File: src/rtl/uc_pkg.sv
// Shared definitions for the microc control unit: opcodes, FSM states,
// ALU codes and the raw control bundle passed from decoder to sequencer.
package uc_pkg;

  localparam logic [5:0] OP_J    = 6'b010000;
  localparam logic [5:0] OP_JZ   = 6'b010001;
  localparam logic [5:0] OP_JNZ  = 6'b010010;
  localparam logic [5:0] OP_JAL  = 6'b010011;
  localparam logic [5:0] OP_RET  = 6'b010100;
  localparam logic [5:0] OP_HALT = 6'b010101;
  localparam logic [5:0] OP_JR   = 6'b010110;
  localparam logic [3:0] OP_LI   = 4'b0000;  // matched against opcode[5:2]
  localparam logic       OP_ALU_PREFIX = 1'b1;  // matched against opcode[5]

  localparam logic [2:0] ALU_OP_NONE = 3'b000;

  typedef enum logic [1:0] {
    ST_INIT  = 2'd0,
    ST_RUN   = 2'd1,
    ST_HALT  = 2'd2,
    ST_FAULT = 2'd3
  } uc_state_e;

  typedef enum logic [1:0] {
    REQ_NONE = 2'd0,
    REQ_CALL = 2'd1,
    REQ_RET  = 2'd2,
    REQ_HALT = 2'd3
  } uc_req_e;

  typedef struct packed {
    logic       s_inc;
    logic       s_inm;
    logic       s_rre;
    logic       s_ret;
    logic       we3;
    logic       wez;
    logic [2:0] op;
    logic       pc_en;
    logic       push;
    logic       pop;
  } uc_ctrl_t;

endpackage

File: src/rtl/uc_decode.sv
// Pure combinational opcode/z decoder; produces controls as if the unit
// were running, plus a request telling the sequencer about calls/returns/halt.
module uc_decode
  import uc_pkg::*;
(
  input  logic [5:0] opcode,
  input  logic       z,
  output uc_ctrl_t   ctrl,
  output uc_req_e    req
);

  always_comb begin
    ctrl       = '0;
    ctrl.op    = ALU_OP_NONE;
    ctrl.pc_en = 1'b1;
    req        = REQ_NONE;
    if (opcode[5] == OP_ALU_PREFIX) begin
      ctrl.op    = opcode[4:2];
      ctrl.we3   = 1'b1;
      ctrl.wez   = 1'b1;
      ctrl.s_inc = 1'b1;
    end else if (opcode[5:2] == OP_LI) begin
      ctrl.s_inm = 1'b1;
      ctrl.we3   = 1'b1;
      ctrl.s_inc = 1'b1;
    end else begin
      case (opcode)
        OP_J:   ctrl.s_inc = 1'b0;
        OP_JZ:  ctrl.s_inc = ~z;
        OP_JNZ: ctrl.s_inc = z;
        OP_JAL: begin
          ctrl.push = 1'b1;
          req       = REQ_CALL;
        end
        OP_RET: begin
          ctrl.s_ret = 1'b1;
          ctrl.pop   = 1'b1;
          req        = REQ_RET;
        end
        OP_HALT: begin
          ctrl.pc_en = 1'b0;
          req        = REQ_HALT;
        end
        OP_JR:   ctrl.s_rre = 1'b1;
        default: ctrl.s_inc = 1'b1;
      endcase
    end
  end

endmodule

File: src/rtl/uc_ctrl.sv
// microc control unit: wraps uc_decode with the INIT/RUN/HALT/FAULT
// sequencer and a call-depth counter that faults on stack over/underflow.
module uc_ctrl
  import uc_pkg::*;
#(
  parameter int STACK_DEPTH = 4,
  parameter int DEPTH_W     = 4
) (
  input  logic               clk,
  input  logic               reset,
  input  logic [5:0]         opcode,
  input  logic               z,
  output logic               s_inc,
  output logic               s_inm,
  output logic               s_rre,
  output logic               s_ret,
  output logic               we3,
  output logic               wez,
  output logic [2:0]         op,
  output logic               pc_en,
  output logic               push,
  output logic               pop,
  output logic               halted,
  output logic               fault,
  output uc_state_e          state_dbg,
  output logic [DEPTH_W-1:0] depth_dbg
);

  uc_state_e          state_q, state_d;
  logic [DEPTH_W-1:0] depth_q, depth_d;
  uc_ctrl_t           raw_ctrl, ctrl;
  uc_req_e            req;

  uc_decode u_decode (
    .opcode (opcode),
    .z      (z),
    .ctrl   (raw_ctrl),
    .req    (req)
  );

  // Outside RUN the PC holds and nothing is written; s_inc stays at PC+1.
  always_comb begin
    state_d    = state_q;
    depth_d    = depth_q;
    ctrl       = '0;
    ctrl.s_inc = 1'b1;
    case (state_q)
      ST_INIT: state_d = ST_RUN;
      ST_RUN: begin
        ctrl = raw_ctrl;
        case (req)
          REQ_CALL: begin
            if (depth_q < DEPTH_W'(STACK_DEPTH)) begin
              depth_d = depth_q + DEPTH_W'(1);
            end else begin
              ctrl    = '0;
              state_d = ST_FAULT;
            end
          end
          REQ_RET: begin
            if (depth_q != '0) begin
              depth_d = depth_q - DEPTH_W'(1);
            end else begin
              ctrl    = '0;
              state_d = ST_FAULT;
            end
          end
          REQ_HALT: state_d = ST_HALT;
          default:  state_d = ST_RUN;
        endcase
      end
      default: state_d = state_q;
    endcase
  end

  always_ff @(posedge clk or posedge reset) begin
    if (reset) begin
      state_q <= ST_INIT;
      depth_q <= '0;
    end else begin
      state_q <= state_d;
      depth_q <= depth_d;
    end
  end

  assign s_inc     = ctrl.s_inc;
  assign s_inm     = ctrl.s_inm;
  assign s_rre     = ctrl.s_rre;
  assign s_ret     = ctrl.s_ret;
  assign we3       = ctrl.we3;
  assign wez       = ctrl.wez;
  assign op        = ctrl.op;
  assign pc_en     = ctrl.pc_en;
  assign push      = ctrl.push;
  assign pop       = ctrl.pop;
  assign halted    = (state_q == ST_HALT);
  assign fault     = (state_q == ST_FAULT);
  assign state_dbg = state_q;
  assign depth_dbg = depth_q;

endmodule

File: config.mk
export PLATFORM = sky130hd
export DESIGN_NAME = uc_ctrl
export DESIGN_NICKNAME = d
export VERILOG_FILES = /design/src/rtl/uc_pkg.sv /design/src/rtl/uc_decode.sv /design/src/rtl/uc_ctrl.sv
export SDC_FILE = /design/constraint.sdc
export NUM_CORES = 1
export LEC_CHECK = 0
export CORE_MARGIN = 3
export CORE_UTILIZATION = 45
export CTS_BUF_LIST = sky130_fd_sc_hd__clkbuf_2 sky130_fd_sc_hd__clkbuf_4 sky130_fd_sc_hd__clkbuf_8
export DETAILED_ROUTE_END_ITERATION = 12
export GPL_TIMING_DRIVEN = 0
export HOLD_SLACK_MARGIN = 0.15
export PLACE_DENSITY = 0.82
export REMOVE_ABC_BUFFERS = 1
export SETUP_SLACK_MARGIN = 0.2
export SKIP_CTS_REPAIR_TIMING = 1
export SLEW_MARGIN = 20
export SYNTH_ARGS = -nofsm -noshare
export SYNTH_HDL_FRONTEND = slang
export SYNTH_HIERARCHICAL = 1
export SYNTH_SLANG_ARGS = --single-unit
export TNS_END_PERCENT = 5
File: constraint.sdc
create_clock -name clk -period 3.05 [get_ports clk]
set_clock_uncertainty 0.2 [all_clocks]
set_input_delay 0.61 -clock clk [delete_from_list [all_inputs] [get_ports clk]]
set_output_delay 0.61 -clock clk [all_outputs]
set_load 0.01 [all_outputs]
==> impl_metrics.tcl <==
set metrics [dict create \
    status "finished, violations left" \
    violations "negative setup slack" \
    worst_slew_pin_slew_ns 0.335 \
    fillerInstances 103 \
    drt_wl_total_mm 2.38 \
    leakage_uw 0.000596 \
    h-tree-depth 1 \
    finalPower_uw 451 \
    via_per_inst 5.36 \
    grt_use_total_pct 14.2 \
    dpl.hpwl_mm 1.21 \
    cp_cell_sequence "dlymetal6s2s_1 > xor2_1 > and3_4 > inv_2 > ha_4 > inv_4 > a2bb2oi_4 > buf_6 > a21oi_4 > buf_6 > and2_4 > buf_6" \
    coreArea_mm2 0.00152 \
    place_area_mm2 0.00101 \
    maxCapViolCount 0 \
    cts_tree "built" \
    hp-class "in2async" \
    hold_viol_final 0 \
    cts.path.max_buffers 2 \
    path_max_fanout 6 \
    ys_seq_area_share_pct 20.2 \
    slowest_delay_ns 0.20 \
    seq_area_um2 150 \
    internal-power_uw 278 \
    finalWorstSetupSlack_ns -0.161 \
    firstDrtPassIters 4 \
    nets 146 \
    syn_avg_cell_area_um2 8.97 \
    rsz0062_at_grt "true" \
    path_common_cell "buf_6" \
    grt_pass1_wl_mm 2.21 \
    final_cells 145 \
    seq_power_share_pct 32.5 \
    layout_min_cycle_time_ns 3.21 \
    synthCells 83 \
    area_growth_pct 68.2 \
    initialDrtViolationCount 25 \
    ir_drop_mv 0.309 \
    start_util_pct 48.9 \
    grt_max_degree 12 \
    period_share_pct 105 \
    synth_warnings 6 \
    setup_tns_ns -1.15 \
    arrival_ns 2.40 \
    overflow 0 \
    power.density_mw_per_mm2 360 \
    critPathRequiredTime_ns 2.24 \
    fmax_mhz 311 \
    dp_cells 123 \
    port_buffers 28 \
    die_h_um 46.7 \
    cts_buffers 3 \
    final-setup-viol-count 12 \
    grt_pass1_vias 529 \
    design_area_mm2 0.00125 \
    clk_pin_slew_ns 0.05 \
    io-pin-count 29 \
    critPathKind "in2out" \
    ys_seq_elements 6 \
    ctsRootBufferMaster "clkbuf_4" \
    yosys.cell_types.count 37 \
    die-width_um 46.7 \
    cpMaxStageDelayCell "ha_4" \
    slew_violations 0 \
    routed-via-count 777 \
    drive_gt1_share_pct 51.2 \
    cp-start-kind "primary input" \
    gp_congestion 0.824 \
    wl_per_cell_um 16.4 \
    insertion_delay_ns 0.25 \
    cts_num_sinks 6 \
    p_comb_share_pct 50.5 \
    clockPowerShare_pct 17.0 \
    end_kind "primary output" \
    drc 0 \
    max-slew-margin-rel_pct 77.5 \
    diodes 0 \
    multi_input_area_um2 629 \
    drt.antenna.violating_nets 0 \
    rows 14 \
    antenna_found_initial 0 \
    syn_area_um2 744 \
    power_switching_uw 174 \
    p_sw_share_pct 38.5 \
    dp_slack_ns -1.21 \
    die_area_mm2 0.00218 \
]
==> worst paths after layout <==
| kind | from | end | slack (ns) | cells after the start |
|---|---|---|---|---|
| max in group asynchronous | reset | depth_dbg[0] | 2.09 | 2 |
| worst max-delay path | opcode[1] | s_ret | -0.16 | 12 |
| worst min-delay path | reset | depth_dbg[3] | 0.37 | 2 |
| worst max register to register | depth_dbg[1] | depth_dbg[2] | 1.18 | 6 |
| min in group clk | state_dbg[1] | state_dbg[1] | 0.37 | 1 |
| worst min register to register | state_dbg[1] | state_dbg[1] | 0.37 | 1 |
==> power groups by stage <==
stage / logic [uW] / clock network, uW / registers (uW)
global placement: 176 / 0 / 142
CTS: 180 / 74.9 / 143
floorplan: 95.0 / 0 / 145
finish: 228 / 76.8 / 147
detailed placement: 179 / 0 / 144
global route: 241 / 82.3 / 148
==> metrics by stage <==
| step | util [%] | hold slack, ns |
|---|---|---|
| 6_report | 82.2 | 0.368 |
| 5_1_grt | 82.2 | 0.375 |
| 4_1_cts | 68.0 | 0.361 |
| 3_5_place_dp | 66.5 | 0.351 |
| 3_3_place_gp | 66.5 | 0.334 |
| 2_1_floorplan | - | 0.201 |
==> final cells by class <==
class	instances	area share [%]
clock buffer	3	1.80
multi-input combinational	69	50.2
sequential	6	12.0
timing repair buffer	46	32.7
inverter	5	1.70
tap	16	1.60
==> cell usage after synthesis <==
library cell,count,area (um^2)
and2_4,10,87.6
and2_2,1,7.51
dfrtp_1,6,150
a21oi_1,3,15.0
and3b_1,1,8.76
o21a_1,1,7.51
mux2_2,2,22.5
buf_6,1,11.3
inv_1,5,18.8
and3b_2,2,20.0
o211ai_1,1,7.51
nor4_1,1,6.26
or2_2,1,6.26
nand3_1,2,10.0
and2b_1,1,7.51
and3_1,1,6.26
xnor2_1,3,26.3
nor3b_1,3,22.5
buf_2,1,5.00
a21o_1,1,7.51
xor2_1,2,17.5
nor3_1,2,10.0
ha_1,6,75.1
a31oi_1,1,6.26
a21oi_2,1,8.76
o21ai_0,2,10.0
nand2b_1,1,6.26
o211a_1,2,20.0
buf_4,2,15.0
nand2_1,5,18.8
and2_1,4,25.0
nor4_4,1,21.3
nor2_1,2,7.51
nor3b_2,1,12.5
a31o_2,1,8.76
nor2b_1,2,12.5
a2bb2oi_2,1,15.0
==> logic make-up after synthesis <==
family	count (synthesis)	share of synthesized area (%)
and+or+nand+nor	41	39.8
AOI/OAI and AO/OA	14	14.3
buffers and inverters	9	6.72
adders and majority gates	6	10.1
DFF	6	20.2
xor gates and xnor gates	5	5.88
muxes	2	3.02
==> registers in the layout, summed over array words and instances (netlist names) <==
register / cells
depth_dbg: 4
state_dbg: 2
==> placed cells by master, fill, tap and decap left out, types with 3 or more instances in the layout <==
master | netlist | routed
clkdlybuf4s50_1 | 0 | 10
nand2_1 | 5 | 5
buf_4 | 2 | 14
xnor2_1 | 3 | 3
a21oi_1 | 3 | 3
ha_4 | 0 | 3
and2_1 | 4 | 4
clkbuf_2 | 0 | 8
nor3b_1 | 3 | 3
ha_1 | 6 | 3
clkbuf_4 | 0 | 3
dfrtp_1 | 6 | 6
buf_6 | 1 | 11
and2_4 | 10 | 11
==> layer usage <==
layer,vias up,wire length [um],track usage [%]
li1,378,-,-
met1,364,974,19.5
met2,29,1240,20.3
met3,6,123,1.56
met4,0,44,9.94
met5,-,0,0
==> worst max-delay path: cells and delay by family <==
kind / cells / cell delay (ns)
buf+inv: 6 / 0.71
compound gates: 2 / 0.38
simple gates: 2 / 0.32
fa+ha+maj: 1 / 0.20
xor+xnor: 1 / 0.17
(Power assumes the default switching activity.)
